--- src/rtl/sample_feeder_pkg.sv ---
// Shared defaults for the sample feeder: FIFO geometry, period counter width
// and the byte substituted when the FIFO runs dry.
package sample_feeder_pkg;

  localparam int unsigned DEFAULT_FIFO_DEPTH   = 16;
  localparam int unsigned DEFAULT_PERIOD_WIDTH = 16;
  localparam logic [7:0]  DEFAULT_IDLE_SAMPLE  = 8'd0;
  localparam int unsigned SAMPLE_WIDTH         = 8;

endpackage : sample_feeder_pkg

--- src/rtl/sample_feeder_fifo.sv ---
// Synchronous FIFO (sync_fifo role): memory, wrapping pointers, separate
// occupancy counter, full/empty and a synchronous flush that drops a concurrent push.
module sample_feeder_fifo #(
  parameter int unsigned WIDTH = 8,
  parameter int unsigned DEPTH = 16,
  localparam int unsigned PW   = $clog2(DEPTH),
  localparam int unsigned LW   = $clog2(DEPTH) + 1
) (
  input  logic             clk,
  input  logic             rst,
  input  logic             flush,
  input  logic             push,
  input  logic [WIDTH-1:0] wr_data,
  input  logic             pop,
  output logic [WIDTH-1:0] rd_data,
  output logic [LW-1:0]    level,
  output logic             full,
  output logic             empty
);

  logic [WIDTH-1:0] mem [DEPTH];
  logic [PW-1:0]    wr_ptr;
  logic [PW-1:0]    rd_ptr;
  logic             push_ok;
  logic             pop_ok;

  assign full    = (level == LW'(DEPTH));
  assign empty   = (level == '0);
  assign push_ok = push && !full && !flush;
  assign pop_ok  = pop && !empty && !flush;
  assign rd_data = mem[rd_ptr];

  // NOTE: storage has no reset; pointers and level define which entries are valid,
  // and leaving the array unreset lets it map onto plain RAM/flops without reset fan-out.
  always_ff @(posedge clk) begin
    if (push_ok) mem[wr_ptr] <= wr_data;
  end

  // NOTE: sequential state uses non-blocking assignments so every register
  // samples the pre-edge values, independent of statement order.
  always_ff @(posedge clk or negedge rst) begin
    if (!rst) begin
      wr_ptr <= '0;
      rd_ptr <= '0;
      level  <= '0;
    end else if (flush) begin
      wr_ptr <= '0;
      rd_ptr <= '0;
      level  <= '0;
    end else begin
      if (push_ok) wr_ptr <= wr_ptr + PW'(1);
      if (pop_ok)  rd_ptr <= rd_ptr + PW'(1);
      level <= level + LW'(push_ok) - LW'(pop_ok);
    end
  end

endmodule : sample_feeder_fifo

--- src/rtl/sample_feeder.sv ---
// Rate-controlled sample source: buffers host bytes and releases one per
// programmable period to the PWM modulator, substituting an idle byte on underrun.
module sample_feeder
  import sample_feeder_pkg::*;
#(
  parameter int unsigned FIFO_DEPTH   = DEFAULT_FIFO_DEPTH,
  parameter int unsigned PERIOD_WIDTH = DEFAULT_PERIOD_WIDTH,
  parameter logic [7:0]  IDLE_SAMPLE  = DEFAULT_IDLE_SAMPLE,
  localparam int unsigned LW          = $clog2(FIFO_DEPTH) + 1
) (
  input  logic                    clk,
  input  logic                    rst,
  input  logic                    enable,
  input  logic                    flush,
  input  logic [PERIOD_WIDTH-1:0] clks_per_sample,
  input  logic [7:0]              in_data,
  input  logic                    in_valid,
  output logic                    in_ready,
  output logic [7:0]              sample,
  output logic                    new_sample,
  output logic [LW-1:0]           level,
  output logic                    underrun,
  input  logic                    clear_underrun
);

  logic [PERIOD_WIDTH-1:0] count;
  logic [PERIOD_WIDTH-1:0] period;
  logic                    tick;
  logic                    have_data;
  logic                    pop;
  logic                    full;
  logic                    empty;
  logic [7:0]              head;

  sample_feeder_fifo #(
    .WIDTH (SAMPLE_WIDTH),
    .DEPTH (FIFO_DEPTH)
  ) u_fifo (
    .clk     (clk),
    .rst     (rst),
    .flush   (flush),
    .push    (in_valid && in_ready),
    .wr_data (in_data),
    .pop     (pop),
    .rd_data (head),
    .level   (level),
    .full    (full),
    .empty   (empty)
  );

  // Held low during reset so the host never sees a ready FIFO mid-reset.
  assign in_ready = rst && !full;

  // NOTE: every always_comb output gets a default first, so no path can infer a latch.
  always_comb begin
    period    = clks_per_sample;
    tick      = 1'b0;
    have_data = 1'b0;
    pop       = 1'b0;
    if (clks_per_sample == '0) period = PERIOD_WIDTH'(1);
    // >= rather than == so a period shortened below the current count ticks next cycle.
    if (enable && (count >= period - PERIOD_WIDTH'(1))) tick = 1'b1;
    // A flush in the same cycle empties the FIFO, so the tick must underrun.
    have_data = !empty && !flush;
    pop       = tick && have_data;
  end

  always_ff @(posedge clk or negedge rst) begin
    if (!rst) begin
      count      <= '0;
      sample     <= '0;
      new_sample <= 1'b0;
      underrun   <= 1'b0;
    end else begin
      new_sample <= tick;
      if (!enable || tick) count <= '0;
      else                 count <= count + PERIOD_WIDTH'(1);

      if (tick) sample <= have_data ? head : IDLE_SAMPLE;

      // Set has priority over clear.
      if (tick && !have_data) underrun <= 1'b1;
      else if (clear_underrun) underrun <= 1'b0;
    end
  end

endmodule : sample_feeder

--- config.mk ---
export PLATFORM = sky130hd
export DESIGN_NAME = sample_feeder
export DESIGN_NICKNAME = d
export VERILOG_FILES = /design/src/rtl/sample_feeder_pkg.sv /design/src/rtl/sample_feeder_fifo.sv /design/src/rtl/sample_feeder.sv
export SDC_FILE = /design/constraint.sdc
export NUM_CORES = 1
export LEC_CHECK = 0
export CAP_MARGIN = 20
export CORE_UTILIZATION = 59
export CTS_CLUSTER_SIZE = 25
export DETAILED_ROUTE_END_ITERATION = 8
export PLACE_DENSITY = 0.76
export SLEW_MARGIN = 20
export SYNTH_ARGS = -nofsm -noshare
export SYNTH_HDL_FRONTEND = slang
export SYNTH_SLANG_ARGS = --single-unit
--- constraint.sdc ---
create_clock -name clk -period 4.1 [get_ports clk]
set_input_delay 1.23 -clock clk [delete_from_list [all_inputs] [get_ports clk]]
set_output_delay 1.23 -clock clk [all_outputs]
set_load 0.02 [all_outputs]
==> Word level (Yosys, flattened, before mapping) <==
Memories as Yosys holds them, arrays and structs flattened.
Cells that the tools add are included.
{ "word_totals": {"in_bits": 30, "n_memories": 1, "out_inout_bits": 16, "reg_bits": 39, "ramBits": 128, "wordCells": 50} }
{ "mem_list": {"columns": ["memory", "depth", "width", "rd", "rd_clocked_by_memory_dff", "wr", "line", "text"], "rows": [
  ["u_fifo.mem", 16, 8, 1, 0, 1, "sample_feeder_fifo.sv:21", "logic [WIDTH-1:0] mem [DEPTH];"]
]} }
{ "classes": {"add_sub_neg": 6, "magnitude_cmp": 1, "n_reduce_logical": 21, "eq_ne": 1, "muxes": 13} }
{ "ops": {"columns": ["operator", "count"], "rows": [
  ["16-bit two-way mux", 2],
  ["16-bit by 1-bit adder with 16-bit output (second input constant)", 1],
  ["16-bit >= comparator", 1],
  ["16-bit zero test", 1],
  ["4-bit two-way mux", 4],
  ["16-bit by 1-bit subtractor with 16-bit output (second input constant)", 1],
  ["1-bit logical AND", 10],
  ["4-bit by 1-bit adder with 4-bit output (second input constant)", 2],
  ["8-bit two-way mux", 1],
  ["2-bit nonzero test", 3],
  ["5-bit by 1-bit adder with 5-bit output", 1],
  ["5-bit == test (second input constant)", 1],
  ["1-bit zero test", 5],
  ["5-bit zero test", 1],
  ["1-bit two-way mux", 5],
  ["5-bit two-way mux", 1],
  ["5-bit by 1-bit subtractor with 5-bit output", 1],
  ["1-bit logical OR", 1]
]} }

==> Logic depth before layout (Yosys ltp) <==
Gate-level depths: netlist of the first run.
{ "depth": {"ltp_word": 11, "ltp_mapped": 21, "ltp_nobuf": 21} }

==> By module <==
From an unflattened synthesis of the first run, not the netlist that was laid out.
{ "unflattened": {"cells_unflattened": 506, "hier_area_um2": 7649.8} }
{ "modules_own_cells": {"columns": ["module", "instances", "area_per_inst_um2", "cells_per_inst", "seq_area_each_um2"], "rows": [
  ["sample_feeder_fifo", 1, 5816.8, 307, 4169.0],
  ["sample_feeder", 1, 1833.0, 199, 650.6]
]} }

==> Worst setup path after synthesis of the first run <==
OpenSTA, ideal clock, no wires.
{ "synth_timing": {"path_kind": "input to register", "startpoint": "input clks_per_sample[6]", "endpoint": "register u_fifo.level[4]", "n_path_buf": 0, "cell_stages": 21, "setup_ps": 79, "arrival_ps": 5760, "path_slack_ps": -1738, "required_ps": 4021, "path_cell_list": "or4_1 nor4_2 a31oi_1 ha_1 nand3_1 nor4_1 xnor2_1 ha_1 nand4_1 nor3_1 a2111o_1 o31ai_4 nor2_4 ha_1 inv_1 ha_1 fa_1 a21oi_1 nor2_1 or3_1 a21oi_1"} }
{ "synth_via": {"elab_chain_cells": 11} }
{ "synth_rtl": {"columns": ["element", "line", "text"], "rows": [
  ["from (decl)", "sample_feeder.sv:15", "input logic [PERIOD_WIDTH-1:0] clks_per_sample,"],
  ["16-bit zero test", "sample_feeder.sv:60", "if (clks_per_sample == '0) period = PERIOD_WIDTH'(1);"],
  ["16-bit two-way mux *", "sample_feeder.sv:60", null],
  ["16-bit by 1-bit subtractor with 16-bit output *", "sample_feeder.sv:62", "if (enable && (count >= period - PERIOD_WIDTH'(1))) tick = 1'b1;"],
  ["16-bit >= comparator *", "sample_feeder.sv:62", null],
  ["1-bit logical AND *", "sample_feeder.sv:62", null],
  ["1-bit two-way mux *", "sample_feeder.sv:62", null],
  ["1-bit logical AND *", "sample_feeder.sv:65", "pop = tick && have_data;"],
  ["1-bit logical AND * (2 in a row)", "sample_feeder_fifo.sv:30", "assign pop_ok = pop && !empty && !flush;"],
  ["5-bit by 1-bit subtractor with 5-bit output *", "sample_feeder_fifo.sv:53", "level <= level + LW'(push_ok) - LW'(pop_ok);"],
  ["5-bit two-way mux *", "sample_feeder_fifo.sv:46", "end else if (flush) begin"],
  ["to (signal assigned)", "sample_feeder_fifo.sv:53", null],
  ["to (decl)", "sample_feeder_fifo.sv:16", "output logic [LW-1:0] level,"]
]} }
Mark *: on every way between the ends. The rest lies on a longest branch, timed or not.
A chain may end at the register's enable or synchronous reset.

==> Worst setup path in the final report of the first run <==
Ends and elaborated chain as after synthesis.

==> flow_summary_export.csv, run 1 <==
group,metric,value,unit
status,status,"finished with violations",
status,violations,"negative setup slack",
synthesis,synth-seq-cells,167,
critical_path,max_stage_delay,0.55,ns
synthesis,synth_compound_gate_area_share,0.0612,
critical_path,endpoint_kind,"flop",
global_route,antenna_found_initial,0,
floorplan,rows,40,
sta,grt_setup_unrepaired,"true",
pwr,pwr-share-clk,0.420,
synthesis,synth_adder_area_share,0.0513,
clock_tree,clockBufferDepth,2,
worst_hold_path,hold_class,"reg -> reg",
synthesis,synth_top_family_by_area,"multiplexers",
sta,fmax,186,MHz
synthesis,syn_inst,497,
routing,drc,0,
synthesis,yosys.area.top_type_share,0.515,
place,dp_hpwl,10800,um
critical_path,r2r-start,"count[13]",
sta,finalHoldViolCount,0,
finish,nets,667,
clock_tree,cts_buffers,17,
critical_path,arrival,5.74,ns
critical_path,cp_data_required_time,4.46,ns
routing,wl_per_cell,20.3,um
synthesis,yosysMostFrequentCell,"edfxtp_1",
synthesis,synthMuxAreaShare,0.0984,
routing,routed_wl,16000,um
synthesis,synth.top_cells.by_count,"edfxtp_1, nor2_1, dfrtp_1",
global_route,grt_pass1_vias,4713,
synthesis,yosysTopAreaCell,"edfxtp_1",
critical_path,cp_slowest_cell,"or4_4",
worst_hold_path,hold_start,"sample[3]",
finish,syn_to_final_growth,25.5,%
synthesis,yosys-top-cells-area,"edfxtp_1, dfrtp_1, mux4_2, ha_1, nor2_1",
global_route,grt_pass1_wl,25300,um
pwr,combPwrFrac,0.080,
synthesis,yosysWarnings,0,
routing,ant_nets,0,
clock_tree,root_buffer,"clkbuf_16",
floorplan,coreArea,12200,um^2
sta,skew,0.0125,ns
critical_path,cp-start-kind,"input port",
synthesis,synth_xor_area_frac,0.0352,
synthesis,yosysUniqueCellTypes,54,
sta,slew_viol_final,0,
place,place_ws,-2.12,ns
global_route,grtUsageTotal,0.269,
routing,drt-initial-drc-count,429,
routing,viasPerCell,5.91,
finish,utilization,0.771,
floorplan,floorplan.initialDensity,0.614,
synthesis,netlist_area,7470,um^2
critical_path,path_max_fanout,3,
synthesis,synth_flop_cell,"edfxtp_1",
pwr,p_total,0.00374,W
clock_tree,cts_sinks,167,
finish,drive_above_1_share,0.289,
run,drv_cap,0,
critical_path,crit_chain,"buf_6 > or4_4 > nor4_4 > a31oi_2 > ha_2 > buf_4 > nand2_4 > o21ai_1 > and2_1 > ha_4 > a21oi_2 > nor2_1 > a2111o_1 > o31ai_4 > nor2_4 > ha_4 > inv_2 > ha_4 > fa_2 > a21oi_2 > nor2_2 > or3_1 > a21oi_2",
routing,drt_first_pass_iters,5,
pwr,power_frac_seq,0.500,
sta,finalSetupTns,-13.83,ns
synthesis,yosys.area_share.simple,0.0915,
floorplan,pin_count,46,
sta,period_minus_slack,5.39,ns
critical_path,crit_start,"clks_per_sample[6]",
finish,num_antenna_cells,0,
clock_tree,htreeDepth,4,
global_route,grt_max_degree,40,
synthesis,synth-edff-count,128,
pwr,p_leak,3.41,nW
pwr,p_sw_frac,0.215,
sta,setup_ws,-1.29,ns
clock_tree,cts_tree,"built",
place,place_inst,747,
pwr,internal-power,0.00293,W
place,port_buffers,45,
sta,worst_pin_slew,0.779,ns
sta,relSlewSlack,0.480,
pwr,switchingPower,0.000803,W
critical_path,critPathKind,"in -> reg",
finish,fin_cells,788,
routing,vias,4658,
floorplan,die_x,114,um
floorplan,die_h,114,um
global_route,grt_overflow,0,
sta,setup_viol,35,
sta,fin_crit_sh,1.31,
synthesis,post_synth.cell_area_avg,15.0,um^2
synthesis,yosysSeqAreaShare,0.646,
synthesis,syn_nets,557,
clock_tree,clkLatencyLatePin,0.43,ns
clock_tree,clk_pin_slew,0.06,ns
pwr,p_per_area,399,nW/um^2
clock_tree,holdBufCountCts,0,
synthesis,async_flop_share,0.234,
pwr,vdd_drop_max,0.352,mV
floorplan,die-area,13100,um^2
place,place.gp.congestion,0.846,
## routing by layer
layer / routed length [um] / vias up / global-route usage / share of wire
met5: 0 / - / 0 / 0
met4: 323 / 0 / 0.113 / 0.020
met3: 1070 / 26 / 0.0492 / 0.066
met2: 7930 / 205 / 0.436 / 0.49
met1: 6710 / 2312 / 0.364 / 0.42
li1: - / 2115 / - / -
## placed cells by master, fill, tap and decap left out, types with 9 or more instances in the layout
cell               n
nor2_1            39
nand2_1           26
xor2_1            15
ha_1              24
edfxtp_1         128
mux4_2            26
dfrtp_1           38
a21oi_1            9
clkdlybuf4s50_1   31
clkbuf_16         17
xnor2_1           13
mux2i_1           10
nand3_1           13
buf_4             58
inv_1             11
o21ai_0           10
## worst max-delay path, delay by kind of cell
| kind | cells | cell delay (ns) |
|---|---|---|
| AND/OR/NAND/NOR | 8 | 1.64 |
| buffers and inverters | 3 | 0.27 |
| adder cells (fa/ha/maj) | 5 | 1.20 |
| AO/OA/AOI/OAI | 7 | 1.40 |
## final timing paths
check                              endpoint  slack [ns]  cells past startpoint
max in group asynchronous  u_fifo.rd_ptr[0]        2.86                      2
min in group asynchronous   u_fifo.level[0]        0.87                      2
max                         u_fifo.level[4]       -1.29                     23
min reg2reg                       sample[3]        0.48                      1
min                               sample[3]        0.48                      1
max reg2reg                 u_fifo.level[4]        0.58                     14
## cell type report
| type | count | area (um^2) |
|---|---|---|
| sequential | 167 | 4820 |
| fill | 717 | 2790 |
| multi-input combinational | 300 | 2770 |
| timing repair buffer | 107 | 927 |
| clock buffer | 18 | 429 |
| tap | 168 | 210 |
| clock inverter | 14 | 159 |
| inverter | 14 | 52.6 |
## state kept, by name (all words and copies together), names as in the netlist
register       count
u_fifo.wr_ptr      4
u_fifo.mem       128
count             16
u_fifo.level       5
new_sample         1
sample             8
u_fifo.rd_ptr      4
underrun           1
## what timing repair did
action                                  4_1_cts  5_1_grt
gates cloned                                  1        0
buffers inserted                              7        4
gates resized for setup                      52       21
pin swaps                                    28       23
endpoints found under the setup margin       35       35
## per-stage QoR
step | hold WS (ns) | cell area, um^2
6_report | 0.477 | 9370
5_1_grt | 0.499 | 9370
4_1_cts | 0.482 | 9290
3_5_place_dp | 0.468 | 8530
3_3_place_gp | 0.467 | 8530
2_1_floorplan | 0.482 | 7540
## power by group through the flow
| stage | Sequential [W] | Clock [W] | Combinational [W] |
|---|---|---|---|
| 2_1_floorplan | 0.00191 | 0 | 0.000110 |
| 6_report | 0.00187 | 0.00157 | 0.000297 |
| 3_3_place_gp | 0.00190 | 0 | 0.000267 |
| 4_1_cts | 0.00187 | 0.00159 | 0.000292 |
| 5_1_grt | 0.00187 | 0.00166 | 0.000326 |
| 3_5_place_dp | 0.00190 | 0 | 0.000276 |
## cells by family after synthesis
group,count (synthesis)
muxes,40
buffers and inverters,30
AOI/OAI and AO/OA,63
and+or+nand+nor,137
xor gates and xnor gates,30
adders and majority gates,30
DFF,167
(Power assumes the default switching activity.)
==> run 2: changes to the inputs <==
--- a/config.mk
+++ b/config.mk
@@ -11,5 +11,5 @@
 export DETAILED_ROUTE_END_ITERATION = 8
 export PLACE_DENSITY = 0.76
-export SLEW_MARGIN = 20
+export SLEW_MARGIN = 10
 export SYNTH_ARGS = -nofsm -noshare
 export SYNTH_HDL_FRONTEND = slang
==> constraint.sdc (replaced) <==
create_clock -name clk -period 4.1 [get_ports clk]
set_input_delay 1.025 -clock clk [delete_from_list [all_inputs] [get_ports clk]]
set_output_delay 1.025 -clock clk [all_outputs]
set_load 0.02 [all_outputs]
==> flow_summary_export.csv, run 2 (synthesis gave the netlist of run 1 again) <==
group,metric,value,unit
status,status,"finished with violations",
status,violations,"negative setup slack",
run,drv_cap,0,
clock_tree,htreeDepth,4,
sta,fmax,193,MHz
floorplan,floorplan.initialDensity,0.614,
finish,layout_common_cells,"edfxtp_1, buf_4, nor2_1",
sta,grt_setup_unrepaired,"true",
finish,layout_commonest_cell,"edfxtp_1",
global_route,grt_overflow,0,
sta,period_minus_slack,5.18,ns
global_route,antenna_found_initial,0,
pwr,vdd_drop_max,0.319,mV
pwr,p_leak,3.43,nW
place,place_inst,744,
place,placed_cell_area,8530,um^2
floorplan,pin_count,46,
routing,drc,0,
routing,vias,4662,
clock_tree,cts_sinks,167,
critical_path,path_max_fanout,3,
clock_tree,root_buffer,"clkbuf_16",
finish,largest_reg_flops,128,
routing,ant_nets,0,
finish,syn_to_final_growth,25.7,%
routing,wl_per_cell,20.2,um
finish,reg.largest.list,"u_fifo.mem x128, count x16, sample x8",
floorplan,rows,40,
sta,setup_ws,-1.08,ns
routing,drt_first_pass_iters,6,
critical_path,critPathKind,"in -> reg",
critical_path,arrival,5.52,ns
finish,post-route-cell-area,9390,um^2
floorplan,die_h,114,um
sta,finalHoldViolCount,0,
finish,drive_above_1_share,0.283,
critical_path,cp-start-kind,"input port",
global_route,grt_pass1_vias,4913,
critical_path,endpoint_kind,"flop",
critical_path,cp_data_required_time,4.45,ns
finish,nets,671,
clock_tree,clk_pin_slew,0.06,ns
sta,slew_viol_final,0,
critical_path,regToRegSetupSlack,0.56,ns
place,port_buffers,45,
finish,num_antenna_cells,0,
finish,regMostFlops,"u_fifo.mem",
worst_hold_path,hold_class,"reg -> reg",
sta,relSlewSlack,0.450,
clock_tree,clockBufferDepth,2,
sta,finalSetupTns,-4.98,ns
place,place.gp.congestion,0.816,
global_route,grt_pass1_wl,25200,um
clock_tree,holdBufCountCts,0,
place,dp_hpwl,10900,um
global_route,grt_max_degree,40,
sta,setup_viol,18,
routing,routed_wl,16000,um
clock_tree,cts_tree,"built",
pwr,p_per_area,382,nW/um^2
routing,viasPerCell,5.89,
clock_tree,clkLatencyLatePin,0.42,ns
clock_tree,cts_buffers,17,
sta,skew,0.00779,ns
floorplan,die-area,13100,um^2
sta,worst_pin_slew,0.822,ns
global_route,grtUsageTotal,0.267,
floorplan,coreArea,12200,um^2
routing,drt-initial-drc-count,418,
floorplan,die_x,114,um
sta,fin_crit_sh,1.26,
finish,utilization,0.772,
finish,fin_cells,791,
run 2: cell type report:
cell class,count,area (um^2)
Sequential cell,167,4820
Multi-Input combinational cell,300,2790
Fill cell,692,2780
Timing Repair Buffer,111,987
Clock buffer,18,429
Tap cell,168,210
Clock inverter,13,90.1
Inverter,14,57.6
run 2: where the power goes:
part	total [W]	switching, W	leakage (nW)	internal (W)
combinational	0.000296	0.000160	1.48	0.000136
clock	0.00142	0.000605	0.255	0.000814
sequential	0.00187	0.0000201	1.69	0.00185
total	0.00358	0.000785	3.43	0.00280
run 2: what timing repair did:
action,in CTS,in global routing
endpoints found under the hold margin,0,0
gates cloned,0,0
pin swaps,40,8
setup buffers,13,6
gates resized for setup,62,12
endpoints found under the setup margin,35,34
run 2: worst max-delay path: stages:
cell and delay, ns:
buf_6 0.09, or4_4 0.54, nor4_4 0.34, a31oi_2 0.14, ha_2 0.22, nand3_4 0.12, nor2_4 0.05, xnor2_2 0.14
ha_2 0.19, a21o_1 0.18, a21o_1 0.15, a2111o_1 0.43, o31ai_4 0.27, nor2_4 0.08, ha_4 0.28, inv_4 0.03
ha_4 0.15, fa_2 0.35, a21oi_2 0.15, nor2_1 0.06, or3_1 0.37, a21oi_1 0.15
run 2: final timing paths:
path                            cells past startpoint          endpoint                 from
worst max-delay path                               22   u_fifo.level[4]  clks_per_sample[13]
worst min-delay path                                1         sample[3]            sample[3]
worst max register to register                     16   u_fifo.level[4]             count[0]
worst min register to register                      1         sample[3]            sample[3]
max in group asynchronous                           2  u_fifo.rd_ptr[0]                  rst
min in group asynchronous                           2   u_fifo.level[1]                  rst
run 2: layer usage:
metal | up-vias | track usage | share of wire
met3 | 16 | 0.0662 | 0.063
met4 | 0 | 0.0788 | 0.0094
met5 | - | 0 | 0
met2 | 162 | 0.455 | 0.51
met1 | 2346 | 0.342 | 0.41
li1 | 2138 | - | -
run 2: metrics by stage:
stage                     setup WS [ns]  hold slack [ns]  total power [W]
after global routing              -1.21            0.523          0.00370
final                             -1.08            0.497          0.00358
after floorplan                   -1.38            0.482          0.00202
after detailed placement          -1.90            0.477          0.00218
after global placement            -1.74            0.466          0.00217
after CTS                         -1.00            0.490          0.00360
